**config.mk**
```make
export PLATFORM = sky130hd
export DESIGN_NAME = pipe_hazard_ctrl_flat
export DESIGN_NICKNAME = d
export VERILOG_FILES = /design/src/rtl/pipe_hazard_ctrl_if.sv /design/src/rtl/pipe_hazard_ctrl.sv /design/src/flat_wrapper.sv
export SDC_FILE = /design/constraint.sdc
export NUM_CORES = 1
export LEC_CHECK = 0
export ABC_AREA = 1
export CORE_AREA = 2 2 50 52
export CTS_CLUSTER_DIAMETER = 80
export CTS_CLUSTER_SIZE = 24
export DETAILED_ROUTE_END_ITERATION = 10
export DIE_AREA = 0 0 52 54
export PLACE_DENSITY = 0.77
export SLEW_MARGIN = 20
export SYNTH_ARGS = -nofsm -noshare
export SYNTH_HDL_FRONTEND = slang
export SYNTH_SLANG_ARGS = --single-unit
```
**constraint.sdc**
```tcl
create_clock -name clk -period 2.73 [get_ports clk]
set_clock_uncertainty 0.2 [all_clocks]
set_input_delay 0.6825 -clock clk [delete_from_list [all_inputs] [get_ports clk]]
set_output_delay 0.6825 -clock clk [all_outputs]
set_load 0.05 [all_outputs]
```
**src/rtl/pipe_hazard_ctrl_if.sv**
```systemverilog
//============================================================================
// Module   : pipe_hazard_ctrl_if
// Brief    : Hazard-control bus; stall_cnt/flush_cnt exist only with HAZ_PERF_CNT_EN.
// Revision : 1.0
//============================================================================
`default_nettype none

interface pipe_hazard_ctrl_if;
    logic [2:0]  id_rs;
    logic [2:0]  id_rt;
    logic        id_uses_rs;
    logic        id_uses_rt;
    logic        ex_memread;
    logic        ex_regwrite;
    logic [2:0]  ex_rd;
    logic        branch_taken;
    logic        mem_busy;
    logic        pc_en;
    logic        ifid_en;
    logic        pipe_en;
    logic        ifid_flush;
    logic        idex_flush;
    logic        init_busy;
    logic        mem_timeout;
`ifdef HAZ_PERF_CNT_EN
    logic [15:0] stall_cnt;
    logic [15:0] flush_cnt;
`endif

    modport slave (
`ifdef HAZ_PERF_CNT_EN
        output stall_cnt, flush_cnt,
`endif
        input  id_rs, id_rt, id_uses_rs, id_uses_rt,
        input  ex_memread, ex_regwrite, ex_rd, branch_taken, mem_busy,
        output pc_en, ifid_en, pipe_en, ifid_flush, idex_flush,
        output init_busy, mem_timeout
    );

    modport master (
`ifdef HAZ_PERF_CNT_EN
        input  stall_cnt, flush_cnt,
`endif
        output id_rs, id_rt, id_uses_rs, id_uses_rt,
        output ex_memread, ex_regwrite, ex_rd, branch_taken, mem_busy,
        input  pc_en, ifid_en, pipe_en, ifid_flush, idex_flush,
        input  init_busy, mem_timeout
    );
endinterface

`default_nettype wire

```
**src/rtl/pipe_hazard_ctrl.sv**
```systemverilog
//============================================================================
// Module   : pipe_hazard_ctrl
// Brief    : Pipeline stall/flush/freeze controller; HAZ_PERF_CNT_EN adds perf counters.
// Revision : 1.0
//============================================================================
`default_nettype none

module pipe_hazard_ctrl (
    input  logic              clk,
    input  logic              rst,
    pipe_hazard_ctrl_if.slave hz
);
    typedef enum logic [1:0] {
        S_INIT     = 2'd0,
        S_RUN      = 2'd1,
        S_MEM_WAIT = 2'd2
    } state_t;

    localparam logic [1:0] C_DRAIN_LAST = 2'd3;
    localparam logic [7:0] C_WAIT_MAX   = 8'hFF;

    state_t     r_state;
    state_t     w_state_nxt;
    logic [1:0] r_drain;
    logic [7:0] r_wait_cnt;
    logic       r_mem_timeout;
    logic       w_load_use;
    logic       w_init;
    logic       w_freeze;
    logic       w_run_dec;

    assign w_load_use = hz.ex_memread & hz.ex_regwrite &
                        ((hz.id_uses_rs & (hz.id_rs == hz.ex_rd)) |
                         (hz.id_uses_rt & (hz.id_rt == hz.ex_rd)));

    always_comb begin
        w_state_nxt   = r_state;
        w_init        = 1'b0;
        w_freeze      = 1'b0;
        w_run_dec     = 1'b0;
        hz.pc_en      = 1'b1;
        hz.ifid_en    = 1'b1;
        hz.pipe_en    = 1'b1;
        hz.ifid_flush = 1'b0;
        hz.idex_flush = 1'b0;
        hz.init_busy  = 1'b0;

        case (r_state)
            S_INIT: begin
                w_init = 1'b1;
                if (r_drain == C_DRAIN_LAST)
                    w_state_nxt = S_RUN;
            end
            // MEM_WAIT only differs from RUN in where it came from; the decode is shared.
            S_RUN, S_MEM_WAIT: begin
                if (hz.mem_busy) begin
                    w_freeze    = 1'b1;
                    w_state_nxt = S_MEM_WAIT;
                end else begin
                    w_run_dec   = 1'b1;
                    w_state_nxt = S_RUN;
                end
            end
            default: begin
                w_init      = 1'b1;
                w_state_nxt = S_INIT;
            end
        endcase

        if (rst || w_init) begin
            hz.pc_en      = 1'b0;
            hz.ifid_en    = 1'b0;
            hz.ifid_flush = 1'b1;
            hz.idex_flush = 1'b1;
            hz.init_busy  = 1'b1;
        end else if (w_freeze) begin
            hz.pc_en      = 1'b0;
            hz.ifid_en    = 1'b0;
            hz.pipe_en    = 1'b0;
        end else if (hz.branch_taken) begin
            hz.ifid_flush = 1'b1;
            hz.idex_flush = 1'b1;
        end else if (w_load_use) begin
            hz.pc_en      = 1'b0;
            hz.ifid_en    = 1'b0;
            hz.idex_flush = 1'b1;
        end
    end

    always_ff @(posedge clk) begin
        if (rst) begin
            r_state       <= S_INIT;
            r_drain       <= 2'd0;
            r_wait_cnt    <= 8'd0;
            r_mem_timeout <= 1'b0;
        end else begin
            r_state <= w_state_nxt;
            r_drain <= (r_state == S_INIT) ? r_drain + 2'd1 : 2'd0;
            if (w_freeze) begin
                if (r_wait_cnt != C_WAIT_MAX)
                    r_wait_cnt <= r_wait_cnt + 8'd1;
                else
                    r_mem_timeout <= 1'b1;
            end else if (w_run_dec) begin
                r_wait_cnt <= 8'd0;
            end
        end
    end

    // Gate with rst so outputs hold reset values even before the first edge.
    assign hz.mem_timeout = r_mem_timeout & ~rst;

`ifdef HAZ_PERF_CNT_EN
    localparam logic [15:0] C_CNT_MAX = 16'hFFFF;

    logic [15:0] r_stall_cnt;
    logic [15:0] r_flush_cnt;
    logic        w_stall_evt;
    logic        w_flush_evt;

    assign w_flush_evt = w_run_dec & hz.branch_taken;
    assign w_stall_evt = w_freeze | (w_run_dec & ~hz.branch_taken & w_load_use);

    always_ff @(posedge clk) begin
        if (rst) begin
            r_stall_cnt <= 16'd0;
            r_flush_cnt <= 16'd0;
        end else begin
            if (w_stall_evt && (r_stall_cnt != C_CNT_MAX))
                r_stall_cnt <= r_stall_cnt + 16'd1;
            if (w_flush_evt && (r_flush_cnt != C_CNT_MAX))
                r_flush_cnt <= r_flush_cnt + 16'd1;
        end
    end

    assign hz.stall_cnt = rst ? 16'd0 : r_stall_cnt;
    assign hz.flush_cnt = rst ? 16'd0 : r_flush_cnt;
`endif

endmodule

`default_nettype wire

```
**src/flat_wrapper.sv**
```systemverilog
// flat-port wrapper written by rule: the top's interface ports become plain ports
module pipe_hazard_ctrl_flat 
  (clk, rst, hz_id_rs, hz_id_rt, hz_id_uses_rs, hz_id_uses_rt, hz_ex_memread, hz_ex_regwrite, hz_ex_rd, hz_branch_taken, hz_mem_busy, hz_pc_en, hz_ifid_en, hz_pipe_en, hz_ifid_flush, hz_idex_flush, hz_init_busy, hz_mem_timeout);
  pipe_hazard_ctrl_if hz_i ();
  input  logic clk;
  input  logic rst;
  input wire logic [$bits(hz_i.id_rs)-1:0] hz_id_rs;
  input wire logic [$bits(hz_i.id_rt)-1:0] hz_id_rt;
  input wire logic [$bits(hz_i.id_uses_rs)-1:0] hz_id_uses_rs;
  input wire logic [$bits(hz_i.id_uses_rt)-1:0] hz_id_uses_rt;
  input wire logic [$bits(hz_i.ex_memread)-1:0] hz_ex_memread;
  input wire logic [$bits(hz_i.ex_regwrite)-1:0] hz_ex_regwrite;
  input wire logic [$bits(hz_i.ex_rd)-1:0] hz_ex_rd;
  input wire logic [$bits(hz_i.branch_taken)-1:0] hz_branch_taken;
  input wire logic [$bits(hz_i.mem_busy)-1:0] hz_mem_busy;
  output wire logic [$bits(hz_i.pc_en)-1:0] hz_pc_en;
  output wire logic [$bits(hz_i.ifid_en)-1:0] hz_ifid_en;
  output wire logic [$bits(hz_i.pipe_en)-1:0] hz_pipe_en;
  output wire logic [$bits(hz_i.ifid_flush)-1:0] hz_ifid_flush;
  output wire logic [$bits(hz_i.idex_flush)-1:0] hz_idex_flush;
  output wire logic [$bits(hz_i.init_busy)-1:0] hz_init_busy;
  output wire logic [$bits(hz_i.mem_timeout)-1:0] hz_mem_timeout;
  assign hz_i.id_rs = hz_id_rs;
  assign hz_i.id_rt = hz_id_rt;
  assign hz_i.id_uses_rs = hz_id_uses_rs;
  assign hz_i.id_uses_rt = hz_id_uses_rt;
  assign hz_i.ex_memread = hz_ex_memread;
  assign hz_i.ex_regwrite = hz_ex_regwrite;
  assign hz_i.ex_rd = hz_ex_rd;
  assign hz_i.branch_taken = hz_branch_taken;
  assign hz_i.mem_busy = hz_mem_busy;
  assign hz_pc_en = hz_i.pc_en;
  assign hz_ifid_en = hz_i.ifid_en;
  assign hz_pipe_en = hz_i.pipe_en;
  assign hz_ifid_flush = hz_i.ifid_flush;
  assign hz_idex_flush = hz_i.idex_flush;
  assign hz_init_busy = hz_i.init_busy;
  assign hz_mem_timeout = hz_i.mem_timeout;
  pipe_hazard_ctrl u_core (.clk(clk), .rst(rst), .hz(hz_i));
endmodule
```
Yosys cells after proc, flatten, opt, wreduce, memory -nomap -nowiden

Index checks and enable logic that the tools add are counted.

Flip-flop bits (word level): 13
Logic and storage cells: 55

$add $sub $neg: 2
Eq/ne operators: 8
Multiplexer cells: 25
Bitwise gates (word level): 9
Reduce and logical (&&, ||, !) cells: 7

Operators by type and width:

| cell                                          | count |
|---|---|
| 2-to-1 mux 8 bit                              | 3 |
| 2-to-1 mux 1 bit                              | 19 |
| adder 8 x 1 -> 8 bit, second input constant   | 1 |
| != test 8 bit, second input constant          | 1 |
| == test 3 bit                                 | 2 |
| AND 1 bit                                     | 5 |
| == test 2 bit, second input constant          | 2 |
| 2-to-1 mux 2 bit                              | 2 |
| case mux 2 bit (2 select lines)               | 1 |
| AND reduction 2 bit                           | 2 |
| OR reduction 2 bit                            | 2 |
| NOT 1 bit                                     | 3 |
| adder 2 x 1 -> 2 bit, second input constant   | 1 |
| == test 2 x 1 -> 1 bit, second input constant | 1 |
| zero test 2 bit                               | 1 |
| != test 2 x 1 -> 1 bit, second input constant | 1 |
| != test 2 bit, second input constant          | 1 |
| nonzero test 2 bit                            | 1 |
| logical OR 1 bit                              | 1 |
| bitwise OR 1 bit                              | 1 |

Depth between registers and ports, before layout

Gate-level depths: netlist (run 1).

Depth after elaboration: 8
Gate-level depth with buffers: 10

Worst setup path before layout (run 1)

OpenSTA, ideal clock, no wires.

Kind: input to output
Start: input port hz_branch_taken
End: output port hz_idex_flush
Arrival: 2.339 ns
Required time: 1.847 ns
Path slack: -0.491 ns
Stages on the path: 4
Buffers on the path: 0
Cell sequence: inv_1 > o21ai_0 > inv_1 > nand2_1

Cells in the longest elaborated chain, start to end: 3

Ends and longest elaborated chain:

| what             | line                   | source |
|---|---|---|
| from (decl)      | flat_wrapper.sv:14     | `input wire logic [$bits(hz_i.branch_taken)-1:0] hz_branch_taken;` |
| 2-to-1 mux 1 bit | pipe_hazard_ctrl.sv:80 | `end else if (hz.branch_taken) begin` |
| 2-to-1 mux 1 bit | pipe_hazard_ctrl.sv:76 | `end else if (w_freeze) begin` |
| 2-to-1 mux 1 bit | pipe_hazard_ctrl.sv:70 | `if (rst \|\| w_init) begin` |
| to (decl)        | flat_wrapper.sv:20     | `output wire logic [$bits(hz_i.idex_flush)-1:0] hz_idex_flush;` |

Every way passes these cells.

Final worst setup path (run 1)

Start: input port hz_mem_busy
End: output port hz_ifid_en

Cells in the longest elaborated chain, start to end: 4

Ends and longest elaborated chain:

| what             | line                   | source |
|---|---|---|
| from (decl)      | flat_wrapper.sv:15     | `input wire logic [$bits(hz_i.mem_busy)-1:0] hz_mem_busy;` |
| 2-to-1 mux 1 bit | pipe_hazard_ctrl.sv:56 | `if (hz.mem_busy) begin` |
| 2-to-1 mux 1 bit | pipe_hazard_ctrl.sv:48 | `case (r_state)` |
| 2-to-1 mux 1 bit | pipe_hazard_ctrl.sv:76 |  |
| 2-to-1 mux 1 bit | pipe_hazard_ctrl.sv:70 |  |
| to (decl)        | flat_wrapper.sv:17     | `output wire logic [$bits(hz_i.ifid_en)-1:0] hz_ifid_en;` |

Every way passes these cells.

==> impl_results.md, run 1 <==
- Vias: 961
- Clock latency on the worst-skew pair: between 0.2 and 0.3 ns
- Average routed wire per standard cell: 10.32 um
- I/O Buffers: 23
- Post-Syn Nets: 163
- Row count: 18
- Nets: 194
- Post-Layout Cell Count: 202
- Crit path capture type: output pin
- Drt total wl: 2085 um
- Post-DP HPWL: around 1700 um
- Grt peak-use layer: met2
- Core area: 2320 sq um
- Startpoint types: primary input
- Global-route wire length before repair: roughly 3400 um
- Mapped Cells: 142
- FILL cells: 215
- Crit path buf inv count: 3
- Final setup viols: 0
- CTS tree: yes
- Initial antenna violation count: 0
- Die Y: 54 um
- Yosys reg bits: 13
- Detail Route Antenna Nets: 0
- Final Hold Vio Count: 0
- Crit Path Category: primary input to output pin
- Switch share: 0.4162
- Maximum fanout along the worst path: 2
- GPL Wtd Cong: 0.8008
- Cell family with most CP delay: buffers and inverters
- Total track usage: 0.1644
- Antenna diodes: 0
- Slew Limit Fails: 0
- Pin count of the biggest net entering global routing: 10
- Power, Total: 786.3 uW
- Initial DRC Count: 21
- Area of the multi-input gates: 506.7 sq um
- Root buf cell: clkbuf_4
- Vias in the first global route: 892
- Final worst path period share: 0.9701
- Maximum clock rate: ~0.38 GHz
- Clock Sinks: 13
- FF/Latch Area: approximately 260 sq um
- Worst EP arrival: about 1.8 ns
- Warnings, synthesis: 0
- Placed cell count: 198
- Combinational group share of total power: 0.536
- Tmin final: roughly 2.6 ns
- Post-route worst setup slack: 0.08164 ns
- Drt drc: 0
- Max clock buf depth: 2
- RSZ-0062 raised after global routing: no
- Power Dens Cells: around 620 nW/um^2
- Grt total ovfl: 0
- Worst path max stage delay: between 0.4 and 0.5 ns
- Sequential share of the synthesized area: 0.2967
- Pint: between 400 and 500 uW
- Detailed Routing Iterations Pass 1: 4
- Sequential Power Share: 0.310
- Post-Syn Area per Cell: 6.177 sq um
- CTS Buf Count: 3
- Slowest-stage cell, CP: clkdlybuf4s50_1
- GR Util met2: 0.3165
- Net Switching: 327.3 uW
- Leak pwr: between 0.6 and 0.7 nW
- Slew @ Worst Pin: between 0.2 and 0.25 ns
- Die width: between 50 and 60 um
- Synth unique cells: 24
- Boundary pin count: 24
- Share of layout cells above drive strength 1: 0.1860
- Slew HR: 0.8344
- Drt via density: 4.757
- Status: completed
- # hold bufs at CTS: 0
- Post-CTS Setup Bufs: 0
- Post-Syn Area: 877.1 sq um
- MaxCap Viol Count: 0
- Die area: 2808 sq um
- Clock transition at path regs: 0.07 ns
- Area growth syn-to-layout: 44.51%
- Total negative setup slack: 0 ns
- Met3 GRT Util: 0.02500
- GR Util met1: 0.1619
- Worst IR Drop VDD: 0.3582 mV
- Worst endpoint required time: 1.85 ns
- Initial Util: 0.3781
- Clock network fraction of total power: 0.154
- Place WS: -0.2285 ns
- Number of H-tree levels: 1
- Crit-path cells: clkdlybuf4s50_1, or2_1, nor2_2, nand2_2, clkinvlp_4, buf_12
- Hold WC Path Type: flop to flop
## placed cells by master (no fill, tap or decap), drive strengths merged
cell           netlist  routed
or2                  3       3
buf                  3      13
clkdlybuf4s15        0       2
clkbuf               0       4
clkinvlp             0       1
clkdlybuf4s50        0       5
nor2                19      19
inv                 26      25
nand2               41      41
nor3                 2       2
nand3               14      14
o22ai                1       1
o21ai                3       3
dfxtp               13      13
nand3b               1       1
a21oi                9       9
a22oi                1       1
ha                   4       4
and3                 1       1
o21bai               1       1
dlygate4sd2          0       9
## synth_stat cells (all sizes together)
| master | n | area, sq um |
|---|---|---|
| or2 | 3 | 18.77 |
| and3 | 1 | 6.260 |
| o22ai | 1 | 6.260 |
| inv | 26 | 97.59 |
| o21bai | 1 | 7.510 |
| dfxtp | 13 | 260.3 |
| buf | 3 | 23.77 |
| ha | 4 | 50.05 |
| o21ai | 3 | 15.01 |
| a22oi | 1 | 7.510 |
| nor3 | 2 | 10.01 |
| nand2 | 41 | 173.9 |
| a21oi | 9 | 48.80 |
| nand3b | 1 | 7.510 |
| nor2 | 19 | 73.82 |
| nand3 | 14 | 70.07 |
## stage by stage
step	hold slack [ns]	instance area, sq um	utilization
final	0.2362	1267	0.5464
after floorplan	0.2064	884.6	-
after global placement	0.2151	1244	0.5361
after detailed placement	0.2316	1244	0.5361
after global routing	0.2662	1267	0.5464
after CTS	0.2424	1259	0.5426
## path summary, 6_finish.rpt
kind / from / to / slack (ns) / cells after the start
max: hz_mem_busy / hz_ifid_en / 0.08 / 6
min: u_core.r_drain[0] / u_core.r_drain[0] / 0.24 / 1
max reg2reg: u_core.r_state[1] / u_core.r_wait_cnt[5] / 1.00 / 8
min reg2reg: u_core.r_drain[0] / u_core.r_drain[0] / 0.24 / 1
## cell families (layout without fill, tap and decap cells)
| family | after synthesis | after routing | synth area share |
|---|---|---|---|
| adders and majority gates | 4 | 4 | 0.05706 |
| and+or+nand+nor | 81 | 81 | 0.4108 |
| buffers and inverters | 29 | 59 | 0.1384 |
| DFF | 13 | 13 | 0.2967 |
| AOI/OAI and AO/OA | 15 | 15 | 0.09701 |
## power groups by stage
stage | registers, mW | logic, mW | clock network (mW)
3_3_place_gp | 0.243 | 0.414 | 0
2_1_floorplan | 0.241 | 0.263 | 0
4_1_cts | 0.242 | 0.423 | 0.122
6_report | 0.244 | 0.422 | 0.121
5_1_grt | 0.248 | 0.459 | 0.137
3_5_place_dp | 0.247 | 0.423 | 0
## final cells by class
type / instances / area share
Inverter: 26 / 0.07996
Multi-Input combinational cell: 100 / 0.3998
Timing Repair Buffer: 29 / 0.2636
Tap cell: 30 / 0.02961
Clock buffer: 4 / 0.02073
Sequential cell: 13 / 0.2063
## registers in the layout, indices dropped and copies added, names as in the netlist
name / count
u_core.r_drain: 2
u_core.r_mem_timeout: 1
u_core.r_state: 2
u_core.r_wait_cnt: 8
## layer usage
metal | wire (um) | vias up
li1 | - | 499
met1 | 797 | 423
met2 | 1137 | 32
met3 | 89 | 7
met4 | 62 | 0
met5 | 0 | -
## what timing repair did
item                                    CTS  global route
pin swaps                                 8             1
hold endpoints to repair                  0             0
gates resized for setup                  13             5
endpoints found under the setup margin    3             2
No activity file was read; power rests on OpenSTA's default activity.
==> inputs of run 2 (changes only) <==
- clock period: 2.73 -> 2.6 ns (I/O delays scaled with it)
==> impl_results.md, run 2 (synthesized netlist as in run 1, its figures left out) <==
- Antenna diodes: 0 (unchanged)
- Final Hold Vio Count: 0 (unchanged)
- Share of layout cells above drive strength 1: 0.2414 (+0.05533)
- Core area: 2320 sq um (unchanged)
- Max clock buf depth: 2 (unchanged)
- Root buf cell: clkbuf_4
- CTS tree: yes
- Vias in the first global route: 945 (+5.9%)
- Die area: 2808 sq um (unchanged)
- Worst path max stage delay: 0.24 ns (-0.17 ns)
- Vias: 988 (+2.8%)
- Hold WC Path Type: flop to flop
- Clock latency on the worst-skew pair: 0.28 ns (about the same)
- Cell family with most CP delay: buffers and inverters
- Crit Path Category: primary input to output pin
- Detailed Routing Iterations Pass 1: 4 (unchanged)
- Crit-path cells: dlygate4sd2_1, nand2_1, nand2_1, nor2_1, nand2_1, nand2_1, nand3_2, nand2_2, clkinvlp_4, buf_12
- Post-DP HPWL: 1770 um (+6.1%)
- Initial DRC Count: 20 (-4.8%)
- Switch share: 0.4132 (-0.003035)
- Most used cell, CP: nand2_1
- Tmin final: 2.550 ns
- Combinational group share of total power: 0.549 (+0.013)
- Maximum clock rate: 0.3922 GHz
- Final setup viols: 0 (unchanged)
- Largest register by flop count: u_core.r_wait_cnt
- Final worst path period share: 0.9807
- Power Dens Cells: 652.5 nW/um^2 (+5.2%)
- Metal2 WL: 1261 um (+11%)
- WL met1: 847 um (+6.3%)
- Die width: 52 um (unchanged)
- Clock transition at path regs: 0.07 ns (about the same)
- Clock Sinks: 13 (unchanged)
- Startpoint types: primary input
- Power, Total: 844.9 uW (+7.5%)
- Slew Limit Fails: 0 (unchanged)
- Pin count of the biggest net entering global routing: 9 (-1)
- Pint: 495.8 uW (+8.0%)
- Worst EP arrival: 1.70 ns (-0.07 ns)
- MaxCap Viol Count: 0 (unchanged)
- Crit path capture type: output pin
- Nets: 196 (+1.0%)
- Grt total ovfl: 0 (unchanged)
- Slew @ Worst Pin: 0.2627 ns (+0.01516 ns)
- Drt total wl: 2232 um (+7.1%)
- Most frequent cells in the layout: nand2_1, inv_1, nor2_1, nand3_1, dfxtp_1
- Maximum fanout along the worst path: 2 (unchanged)
- Place WS: -0.2870 ns (-0.05848 ns)
- Post-route worst setup slack: 0.05015 ns (-0.03149 ns)
- Die Y: 54 um (unchanged)
- Clock network fraction of total power: 0.148 (-0.006)
- Top sig layer: met4
- Drt drc: 0 (unchanged)
- Met3 WL post-DR: 86 um (-3.4%)
- Status: completed
- Global-route wire length before repair: 3574 um (+5.9%)
- Number of H-tree levels: 1 (unchanged)
- Initial Util: 0.3781 (unchanged)
- Slowest-stage cell, CP: dlygate4sd2_1
- CTS Buf Count: 3 (unchanged)
- Worst IR Drop VDD: 0.2777 mV (-22%)
- GPL Wtd Cong: 0.7150 (-11%)
- Worst Hold Slack: 0.2332 ns (-0.003027 ns)
- Commonest non-fill, non-tap cell in the layout: nand2_1
- Area growth syn-to-layout: 47.65%
- Max reg flops: 8 (unchanged)
- Worst endpoint required time: 1.75 ns (-0.10 ns)
- Net Switching: 349.1 uW (+6.7%)
- Slew HR: 0.8242 (-0.01015)
- Crit path buf inv count: 3 (unchanged)
- Leak pwr: 0.6330 nW (+2.5%)
- Post-CTS Setup Bufs: 0 (unchanged)
- Average routed wire per standard cell: 10.94 um (+6.0%)
- I/O Buffers: 23 (unchanged)
- Boundary pin count: 24 (unchanged)
- Detail Route Antenna Nets: 0 (unchanged)
- Biggest regs: u_core.r_wait_cnt: 8 flops, u_core.r_drain: 2 flops, u_core.r_state: 2 flops
- Initial antenna violation count: 0 (unchanged)
- Total track usage: 0.1672 (+0.002730)
- Drt via density: 4.843 (+1.8%)
- Sequential Power Share: 0.303 (-0.007)
- Row count: 18 (unchanged)
==> run 2: layout make-up <==
cell class | instances | area, sq um
fill | 234 | 1025
multi-input combinational | 100 | 526.8
tap | 30 | 37.54
timing repair buffer | 31 | 340.3
sequential | 13 | 262.8
inverter | 26 | 101.3
clock buffer | 4 | 26.28
==> run 2: final timing paths <==
path                         from              endpoint  slack [ns]  cells past startpoint
min reg2reg     u_core.r_drain[0]     u_core.r_drain[0]        0.23                      1
max                   hz_id_rs[2]            hz_ifid_en        0.05                     10
max reg2reg  u_core.r_wait_cnt[0]  u_core.r_wait_cnt[5]        0.86                      8
min             u_core.r_drain[0]     u_core.r_drain[0]        0.23                      1
==> run 2: through the flow <==
| stage | std cells | util | setup TNS (ns) | area, sq um |
|---|---|---|---|---|
| finish | 204 | 0.5583 | 0 | 1295 |
| CTS | 204 | 0.5556 | 0 | 1289 |
| global route | 204 | 0.5583 | -0.03682 | 1295 |
| global placement | 200 | 0.5426 | -0.5214 | 1259 |
| detailed placement | 200 | 0.5426 | -0.6887 | 1259 |
| floorplan | 142 | - | 0 | 884.6 |
==> run 2: power groups by stage <==
| stage | clock network (mW) | logic, mW | registers [mW] |
|---|---|---|---|
| final | 0.125 | 0.464 | 0.256 |
| after global routing | 0.136 | 0.500 | 0.261 |
| after CTS | 0.127 | 0.461 | 0.255 |
| after detailed placement | 0 | 0.452 | 0.259 |
| after global placement | 0 | 0.438 | 0.256 |
| after floorplan | 0 | 0.277 | 0.253 |
==> run 2: what timing repair did <==
item / 4_1_cts / 5_1_grt
resized for setup: 18 / 14
endpoints found under the hold margin: 0 / 0
cloned: 0 / 0
hold buffers: 0 / 0
setup endpoints to repair: 3 / 5
pin swaps: 11 / 6
==> run 2: layer usage <==
layer | up-vias | global-route usage
met5 | - | 0
met4 | 0 | 0.06579
met3 | 4 | 0.01667
met2 | 26 | 0.3502
met1 | 455 | 0.1647
li1 | 503 | -
==> edit: new RTL, flow settings as in run 1 <==
Register the output `hz.mem_timeout`; this adds one clock of latency there.
--- a/src/rtl/pipe_hazard_ctrl.sv
+++ b/src/rtl/pipe_hazard_ctrl.sv
@@ -109,5 +109,7 @@
 
     // Gate with rst so outputs hold reset values even before the first edge.
-    assign hz.mem_timeout = r_mem_timeout & ~rst;
+    always_ff @(posedge clk) begin
+        hz.mem_timeout <= r_mem_timeout & ~rst;
+    end
 
 `ifdef HAZ_PERF_CNT_EN
Behaviour: same outputs for any inputs over 10 cycles, from zero or initial values and one cycle with rst high; that may be too few to reach the edited logic, so the function may still have changed.
==> edit against run 1 <==
  * Register-to-register slack gained 0.08 ns
  * Worst setup slack gained 0.031 ns
  * Design area increased by 4.2%
  * Power rose by 26%
  * Area after synthesis is 5.0% higher
  * Sequential cell count grew 1
  * Final cell count rose by 3.5%
  * Critical path depth grew 3
  * Wire length down 4.7%
  * Largest cell class unchanged
  * Largest power group unchanged
==> edit: results (changes against run 1) <==
- CTS buffer count: 3 (unchanged)
- Total Routing Usage GR: 0.1561 (was 0.1644)
- Crit-path max FO: 2 (unchanged)
- Vias/cell: 4.593 (was 4.757)
- Synth area leaders: dfxtp_1 30%, nand2_1 16%, inv_1 12%, nor2_1 6.5%, nand3_1 6.0% (was dfxtp_1 30%, nand2_1 16%, inv_1 11%, nand3_1 8.0%, nor2_1 7.7%)
- Post-CTS Setup Bufs: 0 (unchanged)
- Seq/Total Area, Yosys: 0.3043 (was 0.2967)
- First-pass GRT wire length: 3256 um (was 3374 um)
- Final hold slack: 0.2308 ns (was 0.2362 ns)
- Vias in the first global route: 864 (was 892)
- Root Driver: clkbuf_4 (unchanged)
- Initial DRC count: 12 (was 21)
- Place WS: -0.1154 ns (was -0.2285 ns)
- Area of placed instances: 1269 um2 (was 1244 um2)
- DR WL/cell: 9.507 um (was 10.32 um)
- Final #Nets: 201 (was 194)
- HPWL Detailed: 1642 um (was 1668 um)
- R2r setup slk: 1.08 ns (was 1.00 ns)
- Syn Std Cell Area: 920.9 um2 (was 877.1 um2)
- FILL cells: 220 (was 215)
- Synth warnings: 0 (unchanged)
- Worst vdd rail ir drop: 0.0004563 V (was 0.0003582 V)
- I/O Buffers: 23 (unchanged)
- Sw frac: 0.4309 (was 0.4162)
- Final slew viol count: 0 (unchanged)
- Cells after Synth: 149 (was 142)
- Measured slew at the worst slew-check pin: 0.4861 ns (was 0.2475 ns)
- Largest net degree at the start of global routing: 9 (was 10)
- Placed Instances: 205 (was 198)
- Post-synth ARST share: 0 (unchanged)
- Layout cells sized above 1: 0.1899 (was 0.1860)
- CTS Buffer Depth: 2 (unchanged)
- Post-Route WL: 1987 um (was 2085 um)
- Outcome: completed (unchanged)
- RePlAce Congestion: 0.7893 (was 0.8008)
- Post-synth top cells: 40 x nand2_1, 30 x inv_1, 16 x nor2_1 (was 37 x nand2_1, 25 x inv_1, 18 x nor2_1)
- Leak pwr: 0.6908 nW (was 0.6178 nW)
- Antenna cells: 0 (unchanged)
- Syn nets: 170 (was 163)
- Worst r2r path cells: 11 (was 8)
- Netlist cell types: 22 (was 24)
-- edit: timing repair --
action                     4_1_cts  5_1_grt
pin swaps                        4        7
resized for setup                9        7
setup endpoints to repair        3        4
-- edit: cell type report --
cell class                      instances  area [um2]  area share
Inverter                               32       120.1     0.09091
Clock buffer                            4       36.28     0.02746
Timing Repair Buffer                   28       329.1      0.2491
Sequential cell                        14       280.3      0.2121
Tap cell                               30       37.54     0.02841
Multi-Input combinational cell        101       518.0      0.3920
-- edit: worst max path at each step --
| stage | slack, ns | depth (start not counted) | endpoint | startpoint |
|---|---|---|---|---|
| 5_1_grt | 0.02 | 9 | hz_ifid_en | hz_id_uses_rt |
| 3_5_place_dp | -0.12 | 11 | hz_ifid_en | hz_ex_rd[0] |
| 3_3_place_gp | -0.11 | 11 | hz_ifid_en | hz_ex_rd[0] |
| 4_1_cts | 0.02 | 11 | hz_ifid_en | hz_id_rs[1] |
| 6_report | 0.11 | 9 | hz_ifid_en | hz_id_uses_rt |
| 2_1_floorplan | 0.14 | 9 | hz_pc_en | u_core.r_state[0] |
-- edit: cells by family after synthesis --
family                     Yosys count  synth area share
DFF                                 14            0.3043
and+or+nand+nor                     83            0.4103
AOI/OAI and AO/OA                   14           0.07745
adders and majority gates            4           0.05435
buffers and inverters               34            0.1535
-- edit: routing by layer --
layer  track usage  routed length [um]
met5             0                   0
met4       0.08772                  43
met3       0.04444                  98
met2        0.2553                 960
met1        0.1835                 884
-- edit: worst max-delay path, cell delays in order --
cell and delay, ns:
clkdlybuf4s50_1 0.45, nand2_1 0.05, nor2_1 0.09, nand2_1 0.05, nand2_1 0.07, nand3_1 0.06
nand2_1 0.07, inv_2 0.06, buf_12 0.14
-- edit: per-stage QoR --
| stage | util | power (W) |
|---|---|---|
| floorplan | - | 0.0006087 |
| global placement | 0.5469 | 0.0008034 |
| detailed placement | 0.5469 | 0.0008221 |
| CTS | 0.5588 | 0.0009685 |
| global route | 0.5696 | 0.001059 |
| finish | 0.5696 | 0.0009942 |
-- edit: power by group through the flow --
stage / Combinational, W / Clock (W) / Sequential (W)
after floorplan: 0.000346 / 0 / 0.000263
after global placement: 0.000538 / 0 / 0.000266
after detailed placement: 0.000554 / 0 / 0.000268
after CTS: 0.000552 / 0.000154 / 0.000263
after global routing: 0.000631 / 0.000159 / 0.000269
final: 0.000579 / 0.000151 / 0.000264
